**src/rtl/pcm_feeder.sv**
```systemverilog
// rtl/pcm_feeder.sv - MMIO packed-PCM unpacker feeding the PWM sample FIFO
module pcm_feeder (
    input  logic        clk,
    input  logic        reset,
    input  logic        valid,
    input  logic [3:0]  addr,
    input  logic [3:0]  wstrb,
    input  logic [31:0] wdata,
    output logic [31:0] rdata,
    output logic        ready,
    input  logic        fifo_full,
    output logic        pcm_we,
    output logic [7:0]  pcm_o
);
    localparam logic [0:0] IDLE = 1'b0;
    localparam logic [0:0] PUSH = 1'b1;

    localparam logic [1:0] A_DATA = 2'd0;
    localparam logic [1:0] A_CTRL = 2'd1;
    localparam logic [1:0] A_STAT = 2'd2;

    logic [0:0]  state;
    logic [4:0]  ctrl;
    logic [15:0] word_cnt;
    logic [31:0] sample_buf;
    logic [2:0]  remaining;
    logic        mode_q;
    logic [2:0]  att_q;

    logic        req;
    logic        is_write;
    logic        data_wr;
    logic        accept;
    logic [31:0] rd_val;
    logic [7:0]  u;
    logic signed [8:0] s;
    logic signed [8:0] s_att;

    always_comb begin
        req      = valid & ~ready;
        is_write = |wstrb;
        data_wr  = req & is_write & (addr[3:2] == A_DATA);
        // Only DATA writes stall while a word drains; everything else acks next cycle.
        accept   = req & ~(data_wr & (state == PUSH));

        rd_val = 32'h0;
        case (addr[3:2])
            A_CTRL:  rd_val = {27'h0, ctrl};
            A_STAT:  rd_val = {word_cnt, 14'h0, (state == PUSH), fifo_full};
            default: rd_val = 32'h0;
        endcase

        u      = mode_q ? (sample_buf[15:8] ^ 8'h80) : sample_buf[7:0];
        // u - 128 as 9-bit signed is just the flipped MSB, sign-extended.
        s      = {~u[7], ~u[7], u[6:0]};
        s_att  = s >>> att_q;
        pcm_o  = s_att[7:0] ^ 8'h80;
        pcm_we = (state == PUSH) & ~fifo_full;
    end

    always_ff @(posedge clk) begin
        if (reset) begin
            state      <= IDLE;
            ctrl       <= 5'h02;
            word_cnt   <= 16'h0;
            sample_buf <= 32'h0;
            remaining  <= 3'd0;
            mode_q     <= 1'b0;
            att_q      <= 3'd0;
            ready      <= 1'b0;
            rdata      <= 32'h0;
        end else begin
            ready <= accept;
            rdata <= (accept && !is_write) ? rd_val : 32'h0;

            if (accept && is_write && (addr[3:2] == A_CTRL))
                ctrl <= wdata[4:0];

            if (accept && data_wr && ctrl[1]) begin
                sample_buf <= wdata;
                mode_q     <= ctrl[0];
                att_q      <= ctrl[4:2];
                remaining  <= ctrl[0] ? 3'd2 : 3'd4;
                state      <= PUSH;
                word_cnt   <= word_cnt + 16'd1;
            end else if (pcm_we) begin
                sample_buf <= mode_q ? (sample_buf >> 16) : (sample_buf >> 8);
                remaining  <= remaining - 3'd1;
                if (remaining == 3'd1)
                    state <= IDLE;
            end
        end
    end
endmodule

```
**config.mk**
```make
export PLATFORM = sky130hd
export DESIGN_NAME = pcm_feeder
export DESIGN_NICKNAME = d
export VERILOG_FILES = /design/src/rtl/pcm_feeder.sv
export SDC_FILE = /design/constraint.sdc
export NUM_CORES = 1
export LEC_CHECK = 0
export ABC_AREA = 1
export BUFFER_PORTS_ARGS = -buffer_cell sky130_fd_sc_hd__buf_2
export CAP_MARGIN = 20
export CORE_UTILIZATION = 55
export DETAILED_ROUTE_END_ITERATION = 7
export PLACE_DENSITY = 0.81
export SLEW_MARGIN = 5
export SYNTH_ARGS = -nofsm -noshare
export SYNTH_HDL_FRONTEND = slang
export SYNTH_SLANG_ARGS = --single-unit
export TNS_END_PERCENT = 1
```
**constraint.sdc**
```tcl
create_clock -name clk -period 2.05 [get_ports clk]
set_input_delay 0.615 -clock clk [delete_from_list [all_inputs] [get_ports clk]]
set_output_delay 0.615 -clock clk [all_outputs]
set_load 0.005 [all_outputs]
```
Yosys cells after proc, flatten, opt, wreduce, memory -nomap -nowiden
Cells that the tools add are included.
- flip-flop bits (word level): 94
- bits of input ports: 44
- word-level logic and storage cells: 51
- output and inout port bits: 42
- shift operators: 1
- bitwise gates (word level): 13
- reductions and logical operators: 12
- mux-type cells: 11
- equal/unequal tests: 3
- add/sub/neg operators: 2
- operators by type and width (kind ; number):
    $mux W32 ; 2
    $pmux W32 S2 ; 1
    $mux W24 ; 1
    $add A16 B1 Y16 const B ; 1
    $mux W3 ; 3
    $mux W8 ; 1
    $sshr A8 B3 Y8 ; 1
    $not A1 Y1 ; 7
    $and A1 B1 Y1 ; 6
    $logic_and A1 B1 Y1 ; 5
    $reduce_bool A2 Y1 ; 2
    $reduce_or A4 Y1 ; 1
    $eq A3 B1 Y1 const B ; 1
    $mux W1 ; 3
    $sub A3 B1 Y3 const B ; 1
    $eq A2 B1 Y1 const B ; 1
    $eq A2 B2 Y1 const B ; 1
    $logic_not A2 Y1 ; 1
    $reduce_and A2 Y1 ; 1
    $reduce_or A2 Y1 ; 1
    $logic_not A1 Y1 ; 1

Longest topological paths before layout
- word-level depth: 11
- gate-level depth with buffers: 9
- depth with buffers taken out: 8

Worst setup path after synthesis
No wires, ideal clock.
- path kind: reg2out
- start point: register att_q[0]
- end point: output pcm_o[1]
- path slack: 0.288 ns
- arrival time: 1.147 ns
- path buffers: 1
- required time: 1.435 ns
- cell stages (with the launch flop): 8
- cells stage by stage: dfxtp_1 -> clkbuf_1 -> inv_1 -> nand2_1 -> o21ai_0 -> o21ai_0 -> nand2_1 -> o21ai_0
- cells in the longest elaborated chain, start to end: 1
- RTL lines (item ; RTL line ; text):
    start, declared ; 28 ; logic [2:0] att_q;
    start signal, assigned ; 82 ; att_q <= ctrl[4:2];
    $sshr A8 B3 Y8 ; 56 ; s_att = s >>> att_q;
    end, declared ; 13 ; output logic [7:0] pcm_o
No other way between the ends.

Final worst setup path
- start point: register mode_q
- end point: output pcm_o[1]
- cells in the longest elaborated chain, start to end: 3
- RTL lines (item ; RTL line ; text):
    start, declared ; 27 ; logic mode_q;
    start signal, assigned ; 81 ; mode_q <= ctrl[0];
    $mux W8 (*) ; 53 ; u = mode_q ? (sample_buf[15:8] ^ 8'h80) : sample_buf[7:0];
    $not A1 Y1 ; 55 ; s = {~u[7], ~u[7], u[6:0]};
    $sshr A8 B3 Y8 (*) ; 56 ;
Mark *: on every way between the ends. The rest lies on a longest branch, timed or not.

==> flow_metrics.env <==
export IMPL_status="finished, violations left"
export IMPL_violations="negative setup slack"
export IMPL_irDropWorstVdd_mv=0.435
export IMPL_min_path_cells=2
export IMPL_powerDensity_nw_per_um2=642
export IMPL_utilization_pct=68.4
export IMPL_gp_congestion=0.893
export IMPL_drc=0
export IMPL_synth_area_per_cell_um2=6.46
export IMPL_fmax_mhz=460
export IMPL_syn_to_final_growth_pct=18.4
export IMPL_nets=782
export IMPL_via_count=4352
export IMPL_dr_pass1_iters=4
export IMPL_grt_max_degree=43
export IMPL_vias_per_cell=5.21
export IMPL_rr_endpoint="word_cnt[14]"
export IMPL_cts_num_sinks=83
export IMPL_leakage_nw=2.31
export IMPL_rsz0062_at_grt="true"
export IMPL_period_share_pct=106
export IMPL_final_cell_area_um2=5040
export IMPL_start_util_pct=57.8
export IMPL_worstSkewPairLatency_ns=0.36
export IMPL_synth_warnings=0
export IMPL_synth_seq_cells=83
export IMPL_synth_ff_type="dfxtp_1"
export IMPL_skew_ns=0.0125
export IMPL_rows=31
export IMPL_antenna_left=0
export IMPL_start_kind="flop"
export IMPL_dieArea_um2=8100
export IMPL_post_synth_num_cell_types=26
export IMPL_htreeDepth=3
export IMPL_required_ns=1.43
export IMPL_dpl_hpwl_um=7680
export IMPL_rrSetupSlack_ns=0.34
export IMPL_setup_slack_ns=-0.125
export IMPL_crit_path_end_kind="output pin"
export IMPL_holdPathEnd="ready"
export IMPL_die_w_um=90
export IMPL_dpl_cell_area_um2=4720
export IMPL_io_buffers=72
export IMPL_antenna_found_initial=0
export IMPL_timing_critical_path_arrival_ns=1.56
export IMPL_hold_buffers=0
export IMPL_drive_gt1_share_pct=18.3
export IMPL_antenna_cells=0
export IMPL_ys_top_cells_by_area="dfxtp_1, nand2_1, nor2_1"
export IMPL_clk_pin_slew_worst_paths_ns=0.09
export IMPL_initialDrtViolationCount=261
export IMPL_die_y_um=90
export IMPL_timing_hold_ws_ns=0.457
export IMPL_syn_inst=659
export IMPL_period_needed_ns=2.17
export IMPL_finalHoldViolCount=0
export IMPL_drv_cap=0
export IMPL_synthDominantCellAreaShare_pct=39.0
export IMPL_finalNonFillerCells=836
export IMPL_grt_pass1_wl_um=18100
export IMPL_maxSlewViolCount=0
export IMPL_grt_pass1_vias=4229
export IMPL_coreArea_um2=7370
export IMPL_hp_class="input pin to flop"
export IMPL_synth_edf_count=0
export IMPL_r2r_start="word_cnt[0]"
export IMPL_cts_root_buf="clkbuf_8"
export IMPL_yosysTopAreaCell="dfxtp_1"
export IMPL_track_usage_pct=27.2
export IMPL_async_flop_share_pct=0
export IMPL_cts_buffer_depth=2
export IMPL_synth_area_um2=4260
export IMPL_setup_violations=7
export IMPL_drt_wirelength_per_cell_um=12.8
export IMPL_wirelength_um=10700
export IMPL_ff2ff_path_depth=7
export IMPL_worstPathMaxFanout=6
export IMPL_crit_type="flop to output pin"
export IMPL_gr_total_overflow=0
export IMPL_crit_start="mode_q"
export IMPL_numCtsBuffers=9
export IMPL_cts_tree="yes"
export IMPL_min_from="reset"
export IMPL_synth_yosys_seq_area_share_pct=39.0
export IMPL_boundaryPins=86
export IMPL_dp_cells=818
cell type report:
type	instances	area, um2
Multi-Input combinational cell	482	2240
Clock inverter	6	48.8
Sequential cell	83	1670
Tap cell	99	124
Inverter	61	231
Fill cell	657	2330
Clock buffer	10	138
Timing Repair Buffer	95	598
power breakdown:
part	switching, mW	total [mW]	internal, mW	leakage (nW)
Sequential	0.0346	1.69	1.66	0.674
Combinational	0.261	0.433	0.172	1.55
Clock	0.625	1.11	0.483	0.0855
Total	0.920	3.23	2.31	2.31
how the worst max path moves through the flow:
| stage | to | depth (start not counted) | slack (ns) |
|---|---|---|---|
| floorplan | pcm_o[1] | 7 | 0.29 |
| global placement | remaining[2] | 9 | 0.09 |
| detailed placement | pcm_o[1] | 7 | 0.02 |
| CTS | pcm_o[1] | 9 | -0.13 |
| global route | pcm_o[1] | 8 | -0.19 |
| finish | pcm_o[1] | 9 | -0.12 |
placed cells by master, fill, tap and decap left out, drive strengths merged, types with 3 or more instances in the layout:
cell type and instances:
a21oi 47, buf 94, clkbuf 10, clkinvlp 3, conb 11, dfxtp 83, ha 6, inv 63
nand2 212, nand3 32, nand4 6, nor2 81, nor3 18, o211ai 4, o21ai 54, o21bai 5
xor2 3
cells by family after synthesis:
kind of cell    Yosys count  share of synthesized area (%)
compound gates          113                           14.0
xor+xnor                  3                          0.617
fa+ha+maj                 6                           1.76
buf+inv                 104                           11.2
flops                    83                           39.0
other cells               1                         0.0880
simple gates            349                           33.4
synthesized netlist by cell type, types with 2 or more instances:
cell	instances
nor2_1	78
buf_4	12
nand2_1	211
o21ai_0	52
nor3_1	18
clkbuf_1	14
buf_6	3
o21ai_1	2
dfxtp_1	83
nand3_1	32
a21oi_1	47
o21bai_1	5
nand4_1	5
inv_1	61
nor2_4	2
o211ai_1	4
ha_1	6
xor2_1	3
buf_2	14
what timing repair did:
item	4_1_cts	5_1_grt
setup endpoints to repair	7	7
pin swaps	3	2
hold endpoints to repair	0	0
gates cloned	1	0
setup buffers	1	0
resized for setup	34	6
state kept, by name, summed over array words and instances (netlist names):
register	count
sample_buf	32
word_cnt	16
state	1
ready	1
remaining	3
rdata	21
ctrl	5
mode_q	1
att_q	3
worst max-delay path, stage by stage, from the launching register on:
cell,delay [ns]
dfxtp_4,0.37
buf_6,0.13
nand2_2,0.06
o21ai_2,0.06
nand2_1,0.08
o21ai_2,0.09
o21ai_2,0.14
nand2_1,0.07
o21ai_1,0.08
buf_2,0.13
stage by stage:
stage,TNS [ns],total power [mW],worst slack (ns)
3_5_place_dp,0,2.13,0.0210
3_3_place_gp,0,2.12,0.0891
6_report,-0.656,3.23,-0.125
4_1_cts,-0.633,3.24,-0.127
5_1_grt,-1.25,3.38,-0.195
2_1_floorplan,0,2.00,0.288
routing by layer:
layer / track usage (%) / wire length (um)
met5: 0 / 0
met3: 3.30 / 601
met4: 14.4 / 258
met2: 47.0 / 5430
met1: 32.9 / 4440
Note: power is estimated with default switching activity, not from simulation.
